--- config.mk ---
export PLATFORM = sky130hd
export DESIGN_NAME = rgb_to_yuv422_pipe
export DESIGN_NICKNAME = d
export VERILOG_FILES = /design/src/rtl/csi_yuv_pkg.sv /design/src/rtl/rgb_to_yuv_pixel.sv /design/src/rtl/rgb_to_yuv422_pipe.sv
export SDC_FILE = /design/constraint.sdc
export NUM_CORES = 2
export LEC_CHECK = 0
export BUFFER_PORTS_ARGS = -buffer_cell sky130_fd_sc_hd__buf_2
export CORE_UTILIZATION = 66
export DETAILED_ROUTE_END_ITERATION = 16
export PLACE_DENSITY = 0.9
export REMOVE_ABC_BUFFERS = 1
export SETUP_SLACK_MARGIN = 0.4
export SYNTH_ARGS = -nofsm -noshare
export SYNTH_HDL_FRONTEND = slang
export SYNTH_SLANG_ARGS = --single-unit
--- constraint.sdc ---
create_clock -name clk_i -period 14.75 [get_ports clk_i]
set_input_delay 0 -clock clk_i [delete_from_list [all_inputs] [get_ports clk_i]]
set_output_delay 0 -clock clk_i [all_outputs]
set_load 0.02 [all_outputs]
--- src/rtl/csi_yuv_pkg.sv ---
// Shared constants and small helpers for the CSI RX RGB -> YUV422 output path.
// Coefficients are BT.601-style 8.8 fixed point; the pixel datapath scales by 2^PIXEL_DEPTH.
package csi_yuv_pkg;

    localparam logic signed [8:0] COEF_Y_R = 9'sd77;
    localparam logic signed [8:0] COEF_Y_G = 9'sd150;
    localparam logic signed [8:0] COEF_Y_B = 9'sd29;
    localparam logic signed [8:0] COEF_U_R = -9'sd43;
    localparam logic signed [8:0] COEF_U_G = -9'sd84;
    localparam logic signed [8:0] COEF_U_B = 9'sd127;
    localparam logic signed [8:0] COEF_V_R = 9'sd127;
    localparam logic signed [8:0] COEF_V_G = -9'sd106;
    localparam logic signed [8:0] COEF_V_B = -9'sd21;

    localparam logic [1:0] YUV_MODE_YUYV = 2'd0;
    localparam logic [1:0] YUV_MODE_UYVY = 2'd1;
    localparam logic [1:0] YUV_MODE_YVYU = 2'd2;
    localparam logic [1:0] YUV_MODE_VYUY = 2'd3;

    localparam logic [8:0] CHROMA_OFFSET = 9'd128;
    localparam logic [7:0] CLAMP_MIN     = 8'd0;
    localparam logic [7:0] CLAMP_MAX     = 8'd255;

    function automatic logic [7:0] chroma_avg(input logic [7:0] a, input logic [7:0] b);
        logic [8:0] sum_s;
        sum_s = {1'b0, a} + {1'b0, b} + 9'd1;
        return sum_s[8:1];
    endfunction

    function automatic logic [31:0] pack_pair(input logic [1:0] mode,
                                              input logic [7:0] y0, input logic [7:0] y1,
                                              input logic [7:0] u,  input logic [7:0] v);
        logic [31:0] word_s;
        case (mode)
            YUV_MODE_YUYV: word_s = {y0, u, y1, v};
            YUV_MODE_UYVY: word_s = {u, y0, v, y1};
            YUV_MODE_YVYU: word_s = {y0, v, y1, u};
            YUV_MODE_VYUY: word_s = {v, y0, u, y1};
            default:       word_s = {y0, u, y1, v};
        endcase
        return word_s;
    endfunction

endpackage

--- src/rtl/rgb_to_yuv_pixel.sv ---
// One-pixel colour-space datapath: input register, weighted sums, shift/offset/clamp.
// Stage loads are driven by the parent's valid pipeline so data holds across bubbles.
module rgb_to_yuv_pixel
    import csi_yuv_pkg::*;
#(
    parameter int PIXEL_DEPTH = 12
)
(
    input  logic                     clk_i,
    input  logic                     reset_i,
    input  logic [3*PIXEL_DEPTH-1:0] rgb,
    input  logic                     load_s1,
    input  logic                     load_s2,
    input  logic                     load_s3,
    output logic [7:0]               y,
    output logic [7:0]               u,
    output logic [7:0]               v
);

    localparam int SW = PIXEL_DEPTH + 10;
    localparam logic signed [SW-1:0] RND = $signed({{(SW-1){1'b0}}, 1'b1}) <<< (PIXEL_DEPTH - 1);
    localparam logic signed [SW-1:0] OFFSET = $signed({{(SW-9){1'b0}}, CHROMA_OFFSET});

    function automatic logic signed [SW-1:0] coef(input logic signed [8:0] c);
        return SW'(c);
    endfunction

    // Sign bit forces 0, any set bit above bit 7 saturates to the upper bound.
    function automatic logic [7:0] clamp8(input logic signed [SW-1:0] x);
        logic [7:0] res_s;
        if (x[SW-1]) begin
            res_s = CLAMP_MIN;
        end else if (|x[SW-2:8]) begin
            res_s = CLAMP_MAX;
        end else begin
            res_s = x[7:0];
        end
        return res_s;
    endfunction

    logic [PIXEL_DEPTH-1:0] r_r, g_r, b_r;
    logic signed [SW-1:0]   r_s, g_s, b_s;
    logic signed [SW-1:0]   y_sum_s, u_sum_s, v_sum_s;
    logic signed [SW-1:0]   y_sum_r, u_sum_r, v_sum_r;
    logic [7:0]             y_clamp_s, u_clamp_s, v_clamp_s;
    logic [7:0]             y_r, u_r, v_r;

    // S1: capture the pixel components
    always_ff @(posedge clk_i or posedge reset_i) begin
        if (reset_i) begin
            r_r <= '0;
            g_r <= '0;
            b_r <= '0;
        end else if (load_s1) begin
            r_r <= rgb[3*PIXEL_DEPTH-1:2*PIXEL_DEPTH];
            g_r <= rgb[2*PIXEL_DEPTH-1:PIXEL_DEPTH];
            b_r <= rgb[PIXEL_DEPTH-1:0];
        end
    end

    // Products and signed sums with rounding constant
    always_comb begin
        r_s     = $signed({10'b0, r_r});
        g_s     = $signed({10'b0, g_r});
        b_s     = $signed({10'b0, b_r});
        y_sum_s = r_s * coef(COEF_Y_R) + g_s * coef(COEF_Y_G) + b_s * coef(COEF_Y_B) + RND;
        u_sum_s = r_s * coef(COEF_U_R) + g_s * coef(COEF_U_G) + b_s * coef(COEF_U_B) + RND;
        v_sum_s = r_s * coef(COEF_V_R) + g_s * coef(COEF_V_G) + b_s * coef(COEF_V_B) + RND;
    end

    // S2: register the sums
    always_ff @(posedge clk_i or posedge reset_i) begin
        if (reset_i) begin
            y_sum_r <= '0;
            u_sum_r <= '0;
            v_sum_r <= '0;
        end else if (load_s2) begin
            y_sum_r <= y_sum_s;
            u_sum_r <= u_sum_s;
            v_sum_r <= v_sum_s;
        end
    end

    // Floor shift back to 8-bit scale, chroma offset, saturate
    always_comb begin
        y_clamp_s = clamp8(y_sum_r >>> PIXEL_DEPTH);
        u_clamp_s = clamp8((u_sum_r >>> PIXEL_DEPTH) + OFFSET);
        v_clamp_s = clamp8((v_sum_r >>> PIXEL_DEPTH) + OFFSET);
    end

    // S3: register clamped components
    always_ff @(posedge clk_i or posedge reset_i) begin
        if (reset_i) begin
            y_r <= '0;
            u_r <= '0;
            v_r <= '0;
        end else if (load_s3) begin
            y_r <= y_clamp_s;
            u_r <= u_clamp_s;
            v_r <= v_clamp_s;
        end
    end

    assign y = y_r;
    assign u = u_r;
    assign v = v_r;

endmodule

--- src/rtl/rgb_to_yuv422_pipe.sv ---
// Fully pipelined multi-pixel RGB -> packed YUV422 converter, fixed 4-cycle latency.
// Mode and chroma-averaging travel with each beat so mid-stream changes never glitch.
module rgb_to_yuv422_pipe
    import csi_yuv_pkg::*;
#(
    parameter int PIXEL_DEPTH   = 12,
    parameter int PIXEL_PER_CLK = 4
)
(
    input  logic                                   clk_i,
    input  logic                                   reset_i,
    input  logic [PIXEL_DEPTH*PIXEL_PER_CLK*3-1:0] rgb_i,
    input  logic                                   rgb_valid_i,
    input  logic [1:0]                             mode_i,
    input  logic                                   chroma_avg_i,
    output logic [PIXEL_PER_CLK*16-1:0]            yuv_o,
    output logic                                   yuv_valid_o
);

    localparam int NPAIR = PIXEL_PER_CLK / 2;

    generate
        if ((PIXEL_PER_CLK % 2) != 0 || PIXEL_PER_CLK < 2) begin : g_bad_ppc
            $error("rgb_to_yuv422_pipe: PIXEL_PER_CLK must be even and >= 2");
        end
        if (PIXEL_DEPTH < 8 || PIXEL_DEPTH > 16) begin : g_bad_depth
            $error("rgb_to_yuv422_pipe: PIXEL_DEPTH must be within 8..16");
        end
    endgenerate

    logic       v1_r, v2_r, v3_r;
    logic [1:0] mode1_r, mode2_r, mode3_r;
    logic       avg1_r, avg2_r, avg3_r;
    logic [7:0] y_s [PIXEL_PER_CLK];
    logic [7:0] u_s [PIXEL_PER_CLK];
    logic [7:0] v_s [PIXEL_PER_CLK];
    logic [PIXEL_PER_CLK*16-1:0] yuv_next_s;

    // Valid shift chain; bubbles move through unchanged
    always_ff @(posedge clk_i or posedge reset_i) begin
        if (reset_i) begin
            v1_r        <= 1'b0;
            v2_r        <= 1'b0;
            v3_r        <= 1'b0;
            yuv_valid_o <= 1'b0;
        end else begin
            v1_r        <= rgb_valid_i;
            v2_r        <= v1_r;
            v3_r        <= v2_r;
            yuv_valid_o <= v3_r;
        end
    end

    // Per-beat side-band controls follow their beat
    always_ff @(posedge clk_i or posedge reset_i) begin
        if (reset_i) begin
            mode1_r <= 2'd0;
            mode2_r <= 2'd0;
            mode3_r <= 2'd0;
            avg1_r  <= 1'b0;
            avg2_r  <= 1'b0;
            avg3_r  <= 1'b0;
        end else begin
            if (rgb_valid_i) begin
                mode1_r <= mode_i;
                avg1_r  <= chroma_avg_i;
            end
            if (v1_r) begin
                mode2_r <= mode1_r;
                avg2_r  <= avg1_r;
            end
            if (v2_r) begin
                mode3_r <= mode2_r;
                avg3_r  <= avg2_r;
            end
        end
    end

    for (genvar k = 0; k < PIXEL_PER_CLK; k++) begin : g_pix
        rgb_to_yuv_pixel #(
            .PIXEL_DEPTH (PIXEL_DEPTH)
        ) u_pix (
            .clk_i   (clk_i),
            .reset_i (reset_i),
            .rgb     (rgb_i[(PIXEL_PER_CLK-1-k)*3*PIXEL_DEPTH +: 3*PIXEL_DEPTH]),
            .load_s1 (rgb_valid_i),
            .load_s2 (v1_r),
            .load_s3 (v2_r),
            .y       (y_s[k]),
            .u       (u_s[k]),
            .v       (v_s[k])
        );
    end

    // Pair chroma selection and byte-order packing; pair 0 lands at the MSB end
    always_comb begin
        logic [7:0] u_pair_s;
        logic [7:0] v_pair_s;
        yuv_next_s = '0;
        u_pair_s   = 8'd0;
        v_pair_s   = 8'd0;
        for (int p = 0; p < NPAIR; p++) begin
            u_pair_s = avg3_r ? chroma_avg(u_s[2*p], u_s[2*p+1]) : u_s[2*p];
            v_pair_s = avg3_r ? chroma_avg(v_s[2*p], v_s[2*p+1]) : v_s[2*p];
            yuv_next_s[(NPAIR-1-p)*32 +: 32] =
                pack_pair(mode3_r, y_s[2*p], y_s[2*p+1], u_pair_s, v_pair_s);
        end
    end

    // S4: output word holds its last valid value during bubbles
    always_ff @(posedge clk_i or posedge reset_i) begin
        if (reset_i) begin
            yuv_o <= '0;
        end else if (v3_r) begin
            yuv_o <= yuv_next_s;
        end
    end

endmodule

==> flow_metrics.env <==
export IMPL_synth_top_cell_area_share_pct=29.22
export IMPL_cts_inserted_buffers=54
export IMPL_drive_gt1_share_pct=4.920
export IMPL_place_congestion=0.9756
export IMPL_hp_start="rgb_i[109]"
export IMPL_holdPathEnd="g_pix[0].u_pix.b_r[1]"
export IMPL_cts_resized=0
export IMPL_fin_nets=13210
export IMPL_portBuffers=214
export IMPL_grt_max_degree=84
export IMPL_reg2reg_from="g_pix[3].u_pix.b_r[2]"
export IMPL_min_path_cells=4
export IMPL_met3_length_um=17390
export IMPL_cts_htree_levels=2
export IMPL_cts_root_buf="clkbuf_16"
export IMPL_ff2ff_setup_slack_ps=6830
export IMPL_clock_latency_ps=710
export IMPL_crit_path_end_kind="register"
export IMPL_fillers=9511
export IMPL_max_freq_mhz=126.3
export IMPL_core_um2=133500
export IMPL_path_clk_slew_ps=70
export IMPL_postCtsSetupBuffers=0
export IMPL_synth_ff_type="dfrtp_1"
export IMPL_startpoint_type="register"
export IMPL_die_y_um=368.9
export IMPL_syn_area_per_cell_um2=9.239
export IMPL_yosys_top_cells_count="inv_1 (2076), ha_1 (2075), fa_1 (972), nand2_1 (463), nor2_1 (462)"
export IMPL_wire_per_inst_um=20.23
export IMPL_min_period_over_period_pct=53.68
export IMPL_cp_required_ps=15270
export IMPL_tightest_slew_ps=1218
export IMPL_path_class="register to register"
export IMPL_vias=70210
export IMPL_synthArstFlopShare_pct=100.0
export IMPL_antenna_left=0
export IMPL_cts_tree="yes"
export IMPL_drt_pass1_iter_count=7
export IMPL_drt_iter0_drc=5270
export IMPL_setup_viol_count_final=0
export IMPL_relSlewSlack_pct=18.60
export IMPL_ys_types=77
export IMPL_ys_seq_elements=437
export IMPL_gr_usage_all_layers_pct=35.72
export IMPL_grt_pass1_wl_um=385700
export IMPL_wirelength_um=239300
export IMPL_pin_count=215
export IMPL_netlist_area_um2=88840
export IMPL_grt_ovfl_total=0
export IMPL_antenna_found_initial=6
export IMPL_die_area_um2=136100
export IMPL_status="complete, no violations"
export IMPL_wl_met1_um=97850
export IMPL_cp_max_fo=8
export IMPL_rsz0062_at_grt="no"
export IMPL_cts_sinks=437
export IMPL_syn_inst=9615
export IMPL_yosysTopAreaCell="ha_1"
export IMPL_synth_edf_count=0
export IMPL_grt_pass1_vias=73880
export IMPL_postCtsHoldBufs=229
export IMPL_final_core_util_pct=71.96
export IMPL_ys_seq_area_share_pct=12.31
export IMPL_finalNonFillerCells=11830
export IMPL_cts_buffer_depth=3
export IMPL_area_growth_syn_to_layout_pct=8.110
export IMPL_post_route_min_period_ps=7917
export IMPL_yosysMostFrequentCell="inv_1"
export IMPL_yosysWarnings=0
export IMPL_hold_violations=0
export IMPL_worstPathArrival_ps=8430
export IMPL_ys_top_cells_by_area="ha_1 (29%), fa_1 (22%), dfrtp_1 (12%)"
export IMPL_maxUsedRoutingLayer="met5"
export IMPL_routed_wl_met2_um=110700
export IMPL_dp_cells=11500
export IMPL_hpwl_um=198200
export IMPL_reg2reg_to="g_pix[3].u_pix.v_sum_r[21]"
export IMPL_min_path_type="input pin to register"
export IMPL_routed_via_density=5.935
export IMPL_finalSetupTns_ps=0
export IMPL_die_w_um=368.9
export IMPL_core_rowCount=134
export IMPL_skew_ps=36.89
export IMPL_drc_errors=0
export IMPL_start_util_pct=66.57
export IMPL_reg2reg_depth=25
export IMPL_maxCapViolCount=0
export IMPL_maxSlewViolCount=0
-- cell usage in the layout (no fill, tap or decap), types with 42 or more instances in the layout --
cell,instances
dfrtp_1,432
nand2_1,463
nand3_1,122
a21oi_1,438
dlygate4sd3_1,229
or3_1,42
nor2b_1,89
buf_2,213
clkbuf_16,54
mux2_2,125
nand2b_1,84
o22ai_1,69
fa_1,972
o21ai_0,432
and3_1,79
inv_1,2074
a21boi_0,60
nor3_1,167
a21o_1,121
o21a_1,55
xnor2_1,325
xor2_1,214
mux2i_1,69
nor2_1,462
ha_1,2075
a31oi_1,46
a211oi_1,43
o21bai_1,43
-- stage by stage --
stage               worst slack, ps  hold slack, ps  instance area, um2
global placement               7196           47.07               91850
floorplan                      2577           31.43               88390
detailed placement             6949           50.53               91850
CTS                            6907           14.44               96040
global route                   6424           72.52               96040
finish                         6833           36.90               96040
-- cells by family (layout without fill, tap and decap cells) --
family	after synthesis	after routing	synth area share (%)
flip-flops	437	437	12.31
buffers and inverters	2196	2642	9.279
AO/OA/AOI/OAI	1555	1555	10.92
XOR/XNOR	539	539	5.314
other	0	1	0
multiplexers	194	194	2.362
adder cells (fa/ha/maj)	3047	3047	51.13
AND/OR/NAND/NOR	1647	1647	8.687
-- worst max path at each step --
stage                                  to                  start
2_1_floorplan                      avg1_r                reset_i
3_3_place_gp   g_pix[1].u_pix.u_sum_r[20]  g_pix[1].u_pix.b_r[5]
6_report       g_pix[3].u_pix.v_sum_r[21]  g_pix[3].u_pix.b_r[2]
4_1_cts        g_pix[3].u_pix.v_sum_r[21]  g_pix[3].u_pix.b_r[2]
3_5_place_dp   g_pix[3].u_pix.v_sum_r[21]  g_pix[3].u_pix.b_r[2]
5_1_grt        g_pix[3].u_pix.v_sum_r[21]  g_pix[3].u_pix.b_r[2]
-- flip-flops by register name (all words and copies together) (netlist names), 40 cells and up --
name / flops
g_pix.u_pix.y_sum_r: 40
g_pix.u_pix.b_r: 48
g_pix.u_pix.v_sum_r: 40
g_pix.u_pix.g_r: 48
g_pix.u_pix.u_sum_r: 40
g_pix.u_pix.r_r: 48
yuv_o: 64
-- routing by layer --
| layer | GRT usage [%] | vias to the layer above |
|---|---|---|
| met2 | 58.60 | 2654 |
| met4 | 17.78 | 4 |
| met3 | 5.658 | 652 |
| met1 | 45.81 | 34340 |
| met5 | 0 | - |
| li1 | - | 32560 |
-- worst max-delay path: stages (launching register included) --
cell and delay, ps:
dfrtp_1 580, inv_1 190, ha_1 370, inv_1 50, ha_1 280, fa_1 500
inv_1 50, fa_1 480, fa_1 420, nor2b_1 120, o21ai_0 110, a21boi_0 330
o21ai_0 180, a21boi_0 290, o2111ai_1 190, a31oi_1 340, mux2_2 390, a2111oi_0 720
fa_1 560, ha_1 330, ha_1 380, and3_1 180, a211o_1 320, a21oi_1 180
xnor2_1 130, a21oi_1 80
-- cell type report --
cell class | instances | area, um2 | share of cell area (%)
multi-input cells | 6982 | 69660 | 72.53
flip-flops and latches | 437 | 10950 | 11.40
inverters | 2078 | 7807 | 8.129
repair buffers | 462 | 3516 | 3.661
well taps | 1768 | 2212 | 2.303
clock buffers | 67 | 1470 | 1.531
clock inverters | 35 | 425.4 | 0.4429
diodes | 1 | 2.502 | 0.002606
Power is left out: the tool's default activity adds up to more than one toggle a clock period on the data nets, which glitch-free logic cannot reach.
